===== config.mk =====
export PLATFORM = sky130hd
export DESIGN_NAME = booth4_mult_seq_flat
export DESIGN_NICKNAME = d
export VERILOG_FILES = /design/src/rtl/booth_pkg.sv /design/src/rtl/booth4_mult_seq_if.sv /design/src/rtl/booth4_recoder.sv /design/src/rtl/booth4_mult_seq.sv /design/src/flat_wrapper.sv
export SDC_FILE = /design/constraint.sdc
export NUM_CORES = 1
export LEC_CHECK = 0
export BUFFER_PORTS_ARGS = -buffer_cell sky130_fd_sc_hd__buf_4
export CAP_MARGIN = 20
export CORE_ASPECT_RATIO = 1.25
export CORE_MARGIN = 2
export CORE_UTILIZATION = 58
export CTS_CLUSTER_DIAMETER = 50
export DETAILED_ROUTE_END_ITERATION = 16
export PLACE_DENSITY_LB_ADDON = 0.15
export SLEW_MARGIN = 20
export SYNTH_ARGS = -nofsm -noshare
export SYNTH_HDL_FRONTEND = slang
export SYNTH_SLANG_ARGS = --single-unit

===== constraint.sdc =====
create_clock -name clk -period 4.37 [get_ports clk]
set_input_delay 0.2185 -clock clk [delete_from_list [all_inputs] [get_ports clk]]
set_output_delay 0.2185 -clock clk [all_outputs]
set_load 0.03 [all_outputs]

===== src/rtl/booth_pkg.sv =====
// Shared types and helpers for the radix-4 Booth multiplier: FSM states,
// recoded digit format and the extended-multiplier width calculation.
package booth_pkg;

    typedef enum logic [1:0] {
        StIdle,
        StRun,
        StDone
    } state_e;

    // zero overrides the other fields; x2 selects 2*M, neg selects subtraction
    typedef struct packed {
        logic neg;
        logic x2;
        logic zero;
    } booth_digit_t;

    // Multiplier padded by at least one extension bit, rounded up to whole digits
    function automatic int unsigned qw_calc(input int unsigned mplr_w);
        return 2 * ((mplr_w + 2) / 2);
    endfunction

endpackage


===== src/rtl/booth4_mult_seq_if.sv =====
// Start/done handshake and operand/result bus of the sequential Booth multiplier.
// master drives the request; slave is the multiplier.
interface booth4_mult_seq_if #(
    parameter int unsigned MCAND_W = 8,
    parameter int unsigned MPLR_W  = 4
) ();

    logic                       start;
    logic                       signed_mode;
    logic [MCAND_W-1:0]         multiplicand;
    logic [MPLR_W-1:0]          multiplier;
    logic                       busy;
    logic                       done;
    logic [MCAND_W+MPLR_W-1:0]  product;

    modport master (
        output start,
        output signed_mode,
        output multiplicand,
        output multiplier,
        input  busy,
        input  done,
        input  product
    );

    modport slave (
        input  start,
        input  signed_mode,
        input  multiplicand,
        input  multiplier,
        output busy,
        output done,
        output product
    );

endinterface


===== src/rtl/booth4_recoder.sv =====
// Radix-4 Booth recoder: overlapped triplet {q1, q0, q_prev} to a signed digit
// in {-2, -1, 0, +1, +2}.
module booth4_recoder
    import booth_pkg::*;
(
    input  logic [2:0]   triplet_i,
    output booth_digit_t digit_o
);

    always_comb begin
        digit_o = '{neg: 1'b0, x2: 1'b0, zero: 1'b1};
        unique case (triplet_i)
            3'b000, 3'b111: digit_o = '{neg: 1'b0, x2: 1'b0, zero: 1'b1};
            3'b001, 3'b010: digit_o = '{neg: 1'b0, x2: 1'b0, zero: 1'b0};
            3'b011:         digit_o = '{neg: 1'b0, x2: 1'b1, zero: 1'b0};
            3'b100:         digit_o = '{neg: 1'b1, x2: 1'b1, zero: 1'b0};
            3'b101, 3'b110: digit_o = '{neg: 1'b1, x2: 1'b0, zero: 1'b0};
        endcase
    end

endmodule


===== src/rtl/booth4_mult_seq.sv =====
// Sequential radix-4 Booth multiplier retiring one digit per clock, with a
// start/done handshake, signed/unsigned mode and a held product register.
module booth4_mult_seq
    import booth_pkg::*;
#(
    parameter int unsigned MCAND_W = 8,
    parameter int unsigned MPLR_W  = 4
) (
    input logic              clk,
    input logic              rst,
    booth4_mult_seq_if.slave bus
);

    localparam int unsigned QW   = qw_calc(MPLR_W);
    localparam int unsigned NDIG = QW / 2;
    localparam int unsigned P_W  = MCAND_W + MPLR_W;
    localparam int unsigned AW   = MCAND_W + 2;
    localparam int unsigned CW   = $clog2(NDIG + 1);

    state_e state_q, state_d;

    logic [AW-1:0]  m_q, m_d;
    logic [AW-1:0]  a_q, a_d;
    logic [QW-1:0]  q_q, q_d;
    logic           q_prev_q, q_prev_d;
    logic [CW-1:0]  cnt_q, cnt_d;
    logic [P_W-1:0] prod_q, prod_d;

    logic          load;
    logic          run_last;
    booth_digit_t  digit;
    logic [AW-1:0] m_sel;
    logic [AW-1:0] addend;
    logic [AW-1:0] a_sum;
    logic [AW-1:0] a_sh;
    logic [QW-1:0] q_sh;
    logic          ext_m;
    logic          ext_q;

    // A new request is only taken when no multiply is in flight
    assign load     = (state_q != StRun) && bus.start;
    assign run_last = (state_q == StRun) && (cnt_q == CW'(NDIG - 1));

    // ---------------- FSM ----------------
    always_ff @(posedge clk) begin
        if (rst) begin
            state_q <= StIdle;
        end else begin
            state_q <= state_d;
        end
    end

    always_comb begin
        state_d = state_q;
        unique case (state_q)
            StIdle:  if (bus.start) state_d = StRun;
            StRun:   if (run_last) state_d = StDone;
            StDone:  state_d = bus.start ? StRun : StIdle;
            default: state_d = StIdle;
        endcase
    end

    always_comb begin
        bus.busy    = (state_q == StRun);
        bus.done    = (state_q == StDone);
        bus.product = prod_q;
    end

    // ---------------- Datapath ----------------
    booth4_recoder u_recoder (
        .triplet_i ({q_q[1:0], q_prev_q}),
        .digit_o   (digit)
    );

    always_comb begin
        m_sel = digit.x2 ? {m_q[AW-2:0], 1'b0} : m_q;
        if (digit.zero) begin
            addend = '0;
        end else if (digit.neg) begin
            addend = ~m_sel + AW'(1);
        end else begin
            addend = m_sel;
        end
        a_sum = a_q + addend;
        // Arithmetic shift of {A, Q, q_prev} right by one digit
        a_sh  = {{2{a_sum[AW-1]}}, a_sum[AW-1:2]};
        q_sh  = {a_sum[1:0], q_q[QW-1:2]};
    end

    assign ext_m = bus.signed_mode & bus.multiplicand[MCAND_W-1];
    assign ext_q = bus.signed_mode & bus.multiplier[MPLR_W-1];

    always_comb begin
        m_d      = m_q;
        a_d      = a_q;
        q_d      = q_q;
        q_prev_d = q_prev_q;
        cnt_d    = cnt_q;
        prod_d   = prod_q;
        if (load) begin
            m_d      = {{2{ext_m}}, bus.multiplicand};
            q_d      = {{(QW - MPLR_W){ext_q}}, bus.multiplier};
            a_d      = '0;
            q_prev_d = 1'b0;
            cnt_d    = '0;
        end else if (state_q == StRun) begin
            a_d      = a_sh;
            q_d      = q_sh;
            q_prev_d = q_q[1];
            cnt_d    = cnt_q + CW'(1);
        end
        // Upper bits of {A, Q} are pure extension of the P_W-bit result
        if (run_last) begin
            prod_d = P_W'({a_sh, q_sh});
        end
    end

    always_ff @(posedge clk) begin
        if (rst) begin
            m_q      <= '0;
            a_q      <= '0;
            q_q      <= '0;
            q_prev_q <= 1'b0;
            cnt_q    <= '0;
            prod_q   <= '0;
        end else begin
            m_q      <= m_d;
            a_q      <= a_d;
            q_q      <= q_d;
            q_prev_q <= q_prev_d;
            cnt_q    <= cnt_d;
            prod_q   <= prod_d;
        end
    end

endmodule


===== src/flat_wrapper.sv =====
// flat-port wrapper written by rule: the top's interface ports become plain ports
module booth4_mult_seq_flat import booth_pkg::*;
#(
    parameter int unsigned MCAND_W = 8,
    parameter int unsigned MPLR_W  = 4
)
  (clk, rst, bus_start, bus_signed_mode, bus_multiplicand, bus_multiplier, bus_busy, bus_done, bus_product);
  booth4_mult_seq_if #(.MCAND_W(MCAND_W), .MPLR_W(MPLR_W)) bus_i ();
  input logic clk;
  input logic rst;
  input wire logic [$bits(bus_i.start)-1:0] bus_start;
  input wire logic [$bits(bus_i.signed_mode)-1:0] bus_signed_mode;
  input wire logic [$bits(bus_i.multiplicand)-1:0] bus_multiplicand;
  input wire logic [$bits(bus_i.multiplier)-1:0] bus_multiplier;
  output wire logic [$bits(bus_i.busy)-1:0] bus_busy;
  output wire logic [$bits(bus_i.done)-1:0] bus_done;
  output wire logic [$bits(bus_i.product)-1:0] bus_product;
  assign bus_i.start = bus_start;
  assign bus_i.signed_mode = bus_signed_mode;
  assign bus_i.multiplicand = bus_multiplicand;
  assign bus_i.multiplier = bus_multiplier;
  assign bus_busy = bus_i.busy;
  assign bus_done = bus_i.done;
  assign bus_product = bus_i.product;
  booth4_mult_seq #(.MCAND_W(MCAND_W), .MPLR_W(MPLR_W)) u_core (.clk(clk), .rst(rst), .bus(bus_i));
endmodule

==> results by group, run 1 <==
Outcome
  • Status: finished clean

Global routing
  • First-pass GRT wire length: 9450 um
  • GR peak layer: met2
  • All-layer global routing usage: 0.239
  • Gr ovfl total: 0
  • Met1 Use GR: 0.291
  • Number of global-route vias before repair: about 2100
  • Met2 Track Usage GR: 0.417
  • Largest net degree at the start of global routing: 36
  • Met3 usage: 0.0425
  • Initial antenna violation count: 0

Worst setup path
  • Data arrival time of the critical path: 4260 ps
  • Crit path max fanout: 9
  • Slowest library cell on the worst path: dfxtp_1
  • Worst r2r path cells: 14
  • WS Path Type: flip-flop to flip-flop
  • Worst setup EP type: flip-flop
  • Req. time, crit path: 4540 ps
  • R2R Path Start: u_core.q_q[0]
  • Reg2Reg Setup Slack: 280 ps
  • CP peak stage delay: 480 ps
  • Crit-path cells: nor2_1 -> a21oi_2 -> mux2i_1 -> ha_1 -> nor2b_1 -> o21ai_1 -> o41ai_1 -> mux2_1 -> ha_1 -> a211o_1 -> o21ai_1 -> a21oi_1 -> a2111oi_4 -> nand4_1
  • FF-to-FF End: u_core.a_q[7]
  • Startpoint Class: flip-flop

Clock network
  • Clk Latency, worst-skew pair: slightly below 300 ps
  • Clock transition at the registers of the reported paths: 80 ps
  • Hold Buf Count CTS: 0
  • CTS Buffer Depth: 2
  • CTS tree: yes
  • CTS buffer count: 5
  • CTS sink count: 40
  • H-Tree Depth: 2
  • Number of buffers added for setup after CTS: 0
  • Root Driver: clkbuf_8

Yosys
  • Cell variety after synth: 47
  • Largest family of logic cells by synthesized area: simple AND/OR/NAND/NOR gates
  • Xor and xnor area share after synthesis: 0.0284
  • Post-synth ARST share: 0
  • Mux share of post-synthesis cell area: 0.0375
  • Synth area leaders: dfxtp_1 (32%), nand2_1 (9.7%), a21oi_1 (9.1%)
  • Simple-Gate Fraction of Synth Area: 0.256
  • Dominant cell type by area after synthesis: dfxtp_1
  • Post-Syn Area per Cell: 7.50 um^2
  • Synth Area in Adders: 0.0639
  • Syn Nets: 357
  • Cells after synthesis: between 300 and 400
  • Mapped cell area: 0.00247 mm^2
  • EDFF count, synth: 0
  • Area fraction of the dominant cell type after synthesis: 0.325
  • Ys flop type: dfxtp_1
  • Register area share after synthesis: 0.325
  • Synth warn: 0
  • Compound-Gate Fraction of Synth Area: 0.244
  • Synthesis-stage register bit count: 40

Min path
  • Worst hold start: bus_multiplicand[0]
  • Min-Delay Path Class: primary input to flip-flop
  • Hold Crit Depth: 3
  • Hold EP: u_core.m_q[0]

STA
  • Setup TNS Final: 0 ps
  • Setup Skew: 8.75 ps
  • Fin crit share: 0.936
  • Final setup fails: 0
  • Worst Slack Setup Final: 279 ps
  • Fin. max-slew vios: 0
  • Slew HR: 0.606
  • Final Hold Fails: 0
  • Hold_ws: 177 ps
  • Final min period: 4090 ps
  • Unrepaired setup endpoints after global routing: false
  • Slew @ Worst Pin: 589 ps
  • Fmax: 244 MHz

Detailed routing
  • Iteration-0 DRC Markers: 236
  • DRC: 0
  • WL per Instance: about 14 um
  • Vias post-DR: ~2300
  • First-pass DRT Iterations: 4
  • Vias/cell: 5.82
  • Total wire length: 5600 um
  • Antenna viol nets, final: 0

Finish
  • Area growth, synth to finish: 12.8%
  • Fin nets: approximately 370
  • Layout cells sized above 1: 0.138
  • N_diodes: 0
  • Fill cells: around 370
  • Fin cells: 403

Floorplanning
  • Chip Width: 62.3 um
  • Core ar.: 0.00410 mm^2
  • Initial core utilization: 0.602
  • Die ar.: 0.00479 mm^2
  • Die Ht: between 70 and 80 um
  • Cell Rows: 26
  • I/O pin total: 30

Power
  • Pleak: 1.12 nW
  • Peak supply drop: 0.000273 V
  • Power Dens Cells: 307 mW/mm^2
  • Pwr Total: 0.854 mW

Job
  • Max cap viols: 0

Placement
  • Dpl ws: ~200 ps
  • Cells after DPL: slightly below 400
  • GP Congestion: 0.939
  • Port Buf Inserts: 29
  • Post-DP HPWL: ~4000 um
## worst max-delay path by stage
stage               slack, ps            end             from  cells past startpoint
floorplan                 540  u_core.a_q[7]  u_core.q_prev_q                     15
global placement          400  u_core.a_q[7]  u_core.q_prev_q                     14
detailed placement        200  u_core.a_q[7]  u_core.q_prev_q                     14
CTS                       180  u_core.a_q[7]  u_core.q_prev_q                     14
global route                9  u_core.a_q[7]    u_core.q_q[0]                     14
finish                    280  u_core.a_q[7]    u_core.q_q[0]                     14
## worst max-delay path: cells and delay by family, from the launching register on
kind | cells | cell delay [ps]
compound gates | 7 | 1920
simple gates | 3 | 360
flops | 1 | 480
mux | 2 | 640
fa+ha+maj | 2 | 560
## stage by stage
stage          cell area [um^2]  utilization
3_5_place_dp               2690        0.655
5_1_grt                    2780        0.679
2_1_floorplan              2470            -
4_1_cts                    2780        0.679
6_report                   2780        0.679
3_3_place_gp               2690        0.655
## timing repair
item / 4_1_cts / 5_1_grt
setup endpoints to repair: 0 / 1
endpoints found under the hold margin: 0 / 0
gates resized for setup: 0 / 1
## registers in the layout (all words and copies together), names as in the netlist
signal,count
u_core.cnt_q,2
u_core.m_q,9
u_core.q_q,6
u_core.bus.product,12
u_core.a_q,8
u_core.q_prev_q,1
u_core.state_q,2
## power by group
part	leakage [nW]	switching, mW	internal (mW)
combinational	0.739	0.115	0.0752
clock	0.0516	0.131	0.129
sequential	0.326	0.0218	0.382
total	1.12	0.267	0.586
## cell usage after synthesis, drive strengths merged (2+ instances only)
| library cell | count |
|---|---|
| mux2i | 7 |
| nand3 | 9 |
| buf | 3 |
| and3 | 3 |
| nand2b | 5 |
| xor2 | 2 |
| o21ai | 24 |
| or4 | 4 |
| nand2 | 65 |
| a21oi | 46 |
| a21o | 2 |
| dfxtp | 40 |
| inv | 6 |
| a211oi | 13 |
| mux2 | 2 |
| o211ai | 2 |
| nor2b | 3 |
| clkbuf | 19 |
| and2 | 6 |
| xnor2 | 6 |
| nor2 | 26 |
| ha | 11 |
| nor3 | 3 |
| o221ai | 4 |
| nor4 | 2 |
| or3 | 2 |
## routing by layer
layer  wire (um)  vias to the layer above
met2        2750                       67
met1        2520                     1081
met3         260                        6
met5           0                        -
li1            -                     1192
met4          67                        0
## placed cells by master (no fill, tap or decap), types with 3 or more instances in the layout
cell and instances:
a211oi_1 13, a21oi_1 45, and2_1 6, and3_1 3, buf_4 32, clkbuf_8 6
dfxtp_1 40, ha_1 11, inv_1 6, mux2i_1 7, nand2_1 64, nand2b_1 5
nand3_1 9, nor2_1 26, nor2b_1 3, nor3_1 3, o21ai_0 20, o21ai_1 4
o221ai_1 4, xnor2_1 6
## cell type report
type	count	area [um^2]	area share
Clock inverter	2	13.8	0.00495
Clock buffer	6	82.6	0.0297
Tap cell	56	70.1	0.0252
Sequential cell	40	801	0.288
Inverter	6	22.5	0.00809
Multi-Input combinational cell	261	1550	0.558
Timing Repair Buffer	32	240	0.0863
## cell families after synthesis
family,after synthesis
compound gates,98
xor+xnor,8
fa+ha+maj,12
buf+inv,28
flops,40
mux,9
simple gates,134
Note: power is estimated with default switching activity, not from simulation.
==> run 2: changes to the inputs <==
--- a/config.mk
+++ b/config.mk
@@ -9,7 +9,7 @@
 export CAP_MARGIN = 20
 export CORE_ASPECT_RATIO = 1.25
 export CORE_MARGIN = 2
-export CORE_UTILIZATION = 58
+export CORE_UTILIZATION = 30
 export CTS_CLUSTER_DIAMETER = 50
 export DETAILED_ROUTE_END_ITERATION = 16
 export PLACE_DENSITY_LB_ADDON = 0.15
==> run 2 against run 1 <==
Sequential power about the same. Critical endpoint unchanged. Die area rose by 87%. Combinational power is 3% higher. Largest cell class unchanged. Worst setup slack gained 10 ps. Via count about the same. Core utilization is 32 points lower.
==> results by group, run 2 (synthesis gave the netlist of run 1 again) <==
Power
  • Pleak: 1.13 nW (+1.2%)
  • Peak supply drop: 0.000165 V (-40%)
  • Power Dens Cells: 321 mW/mm^2 (+4.7%)
  • Pwr Total: 0.921 mW (+7.9%)

Global routing
  • First-pass GRT wire length: 10500 um (+11%)
  • Gr ovfl total: 0 (unchanged)
  • Initial antenna violation count: 0 (unchanged)
  • Largest net degree at the start of global routing: 36 (unchanged)
  • All-layer global routing usage: 0.145 (-0.0937)
  • Number of global-route vias before repair: 2162 (+2.2%)

Worst setup path
  • FF-to-FF End: u_core.a_q[7]
  • Crit-path cells: and3b_1 -> a21oi_2 -> mux2i_1 -> ha_1 -> nor2b_1 -> o21ai_1 -> o41ai_2 -> mux2_1 -> ha_1 -> a211o_1 -> o21ai_0 -> a21oi_1 -> a2111oi_4 -> nand4_1
  • CP peak stage delay: 380 ps (-100 ps)
  • Crit path max fanout: 9 (unchanged)
  • Data arrival time of the critical path: 4270 ps (about the same)
  • Critical path's top delay family: compound AO/OA/AOI/OAI gates
  • R2R Path Start: u_core.q_prev_q
  • Setup crit start: u_core.q_prev_q
  • Startpoint Class: flip-flop
  • Worst path bufs/invs: 0 (unchanged)
  • CP dominant cell by count: ha_1
  • Reg2Reg Setup Slack: 290 ps (about the same)
  • WS Path Type: flip-flop to flip-flop
  • Slowest library cell on the worst path: dfxtp_1
  • Worst Setup EP: u_core.a_q[7]
  • Stages on worst setup path: 14 (unchanged)
  • Worst setup EP type: flip-flop
  • Worst r2r path cells: 14 (unchanged)
  • Req. time, crit path: 4560 ps (+20 ps)

Floorplanning
  • Initial core utilization: 0.305 (-0.297)
  • Core ar.: 0.00810 mm^2 (+98%)
  • Chip Width: 85.1 um (+37%)
  • I/O pin total: 30 (unchanged)
  • Die Ht: 105 um (+37%)
  • Cell Rows: 37 (+42%)
  • Die ar.: 0.00897 mm^2 (+87%)

Detailed routing
  • First-pass DRT Iterations: 4 (unchanged)
  • DRC: 0 (unchanged)
  • WL per Instance: 14.4 um (+3.8%)
  • Total wire length: 6420 um (+15%)
  • Antenna viol nets, final: 0 (unchanged)
  • Iteration-0 DRC Markers: 92 (-61%)
  • Vias/cell: 5.27 (-9.5%)
  • Vias post-DR: 2344 (-0.085%)

Clock network
  • H-Tree Depth: 2 (unchanged)
  • Root Driver: clkbuf_8
  • CTS sink count: 40 (unchanged)
  • Hold Buf Count CTS: 0 (unchanged)
  • Clock transition at the registers of the reported paths: 90 ps (about the same)
  • Clk Latency, worst-skew pair: 300 ps (about the same)
  • Number of buffers added for setup after CTS: 0 (unchanged)
  • Post_cts resized: 0 (unchanged)
  • CTS buffer count: 5 (unchanged)
  • CTS tree: yes
  • CTS Buffer Depth: 2 (unchanged)

STA
  • Fin crit share: 0.934 (-0.00230)
  • Final min period: 4080 ps (-10.0 ps)
  • Slew @ Worst Pin: 587 ps (-1.92 ps)
  • Worst Slack Setup Final: 289 ps (+10.0 ps)
  • Fin. max-slew vios: 0 (unchanged)
  • Slew HR: 0.606 (-0.000685)
  • Setup Skew: 12.6 ps (+3.90 ps)
  • Final setup fails: 0 (unchanged)
  • Final Hold Fails: 0 (unchanged)
  • Fmax: 245 MHz (+0.25%)

Finish
  • N_diodes: 0 (unchanged)
  • Commonest non-fill, non-tap cells in the layout: nand2_1 (64), a21oi_1 (45), dfxtp_1 (40)
  • Max reg flops: 12 (unchanged)
  • Most common cell after layout, fill and taps aside: nand2_1
  • Fin nets: 375 (+0.27%)
  • Area growth, synth to finish: 16.2%
  • Layout cells sized above 1: 0.144 (+0.00535)
  • Fill cells: 861 (+130%)

Job
  • Max cap viols: 0 (unchanged)

Outcome
  • Status: finished clean

Min path
  • Min-Delay Path Class: primary input to flip-flop

Placement
  • Dpl ws: 211 ps (+11.2 ps)
  • Post-DP HPWL: 4680 um (+16%)
  • GP Congestion: 0.834 (-11%)
  • Port Buf Inserts: 29 (unchanged)
run 2: how the worst min path moves through the flow:
stage	startpoint	endpoint	cells after the start
2_1_floorplan	bus_multiplicand[0]	u_core.m_q[0]	2
3_3_place_gp	u_core.cnt_q[0]	u_core.cnt_q[0]	2
3_5_place_dp	u_core.cnt_q[0]	u_core.cnt_q[0]	2
4_1_cts	bus_multiplicand[4]	u_core.m_q[4]	3
5_1_grt	bus_multiplicand[7]	u_core.m_q[7]	3
6_report	bus_multiplicand[4]	u_core.m_q[4]	3
run 2: report_power, final:
| group | internal (mW) | total [mW] | switching (mW) |
|---|---|---|---|
| logic | 0.0766 | 0.195 | 0.118 |
| clock network | 0.172 | 0.322 | 0.150 |
| registers | 0.382 | 0.404 | 0.0221 |
| total | 0.631 | 0.921 | 0.290 |
run 2: routing by layer:
layer | vias to the layer above | wire (um) | GRT usage
met5 | - | 0 | 0
met1 | 1109 | 2910 | 0.180
met3 | 11 | 175 | 0.0290
met4 | 0 | 148 | 0.0624
met2 | 32 | 3180 | 0.241
li1 | 1192 | - | -
run 2: worst min-delay path, stage by stage:
cell and delay, ps:
buf_4 110, nand2_1 40, a21oi_1 50
run 2: final cells by class:
class                   instances  area [um^2]  area share
repair buffers                 33          248      0.0864
flip-flops and latches         40          801       0.279
clock inverters                 3         46.3      0.0161
inverters                       6         22.5     0.00785
clock buffers                   5         68.8      0.0240
well taps                      97          121      0.0423
multi-input cells             261         1560       0.544
run 2: metrics by stage:
step                      cells  instance area [um^2]  utilization  hold WS (ps)  TNS, ps
after floorplan             329                  2470            -           354        0
after global placement      437                  2750        0.339           439        0
after detailed placement    437                  2750        0.339           447        0
after CTS                   445                  2860        0.353           151        0
after global routing        445                  2870        0.354           160    -1.38
final                       445                  2870        0.354           158        0
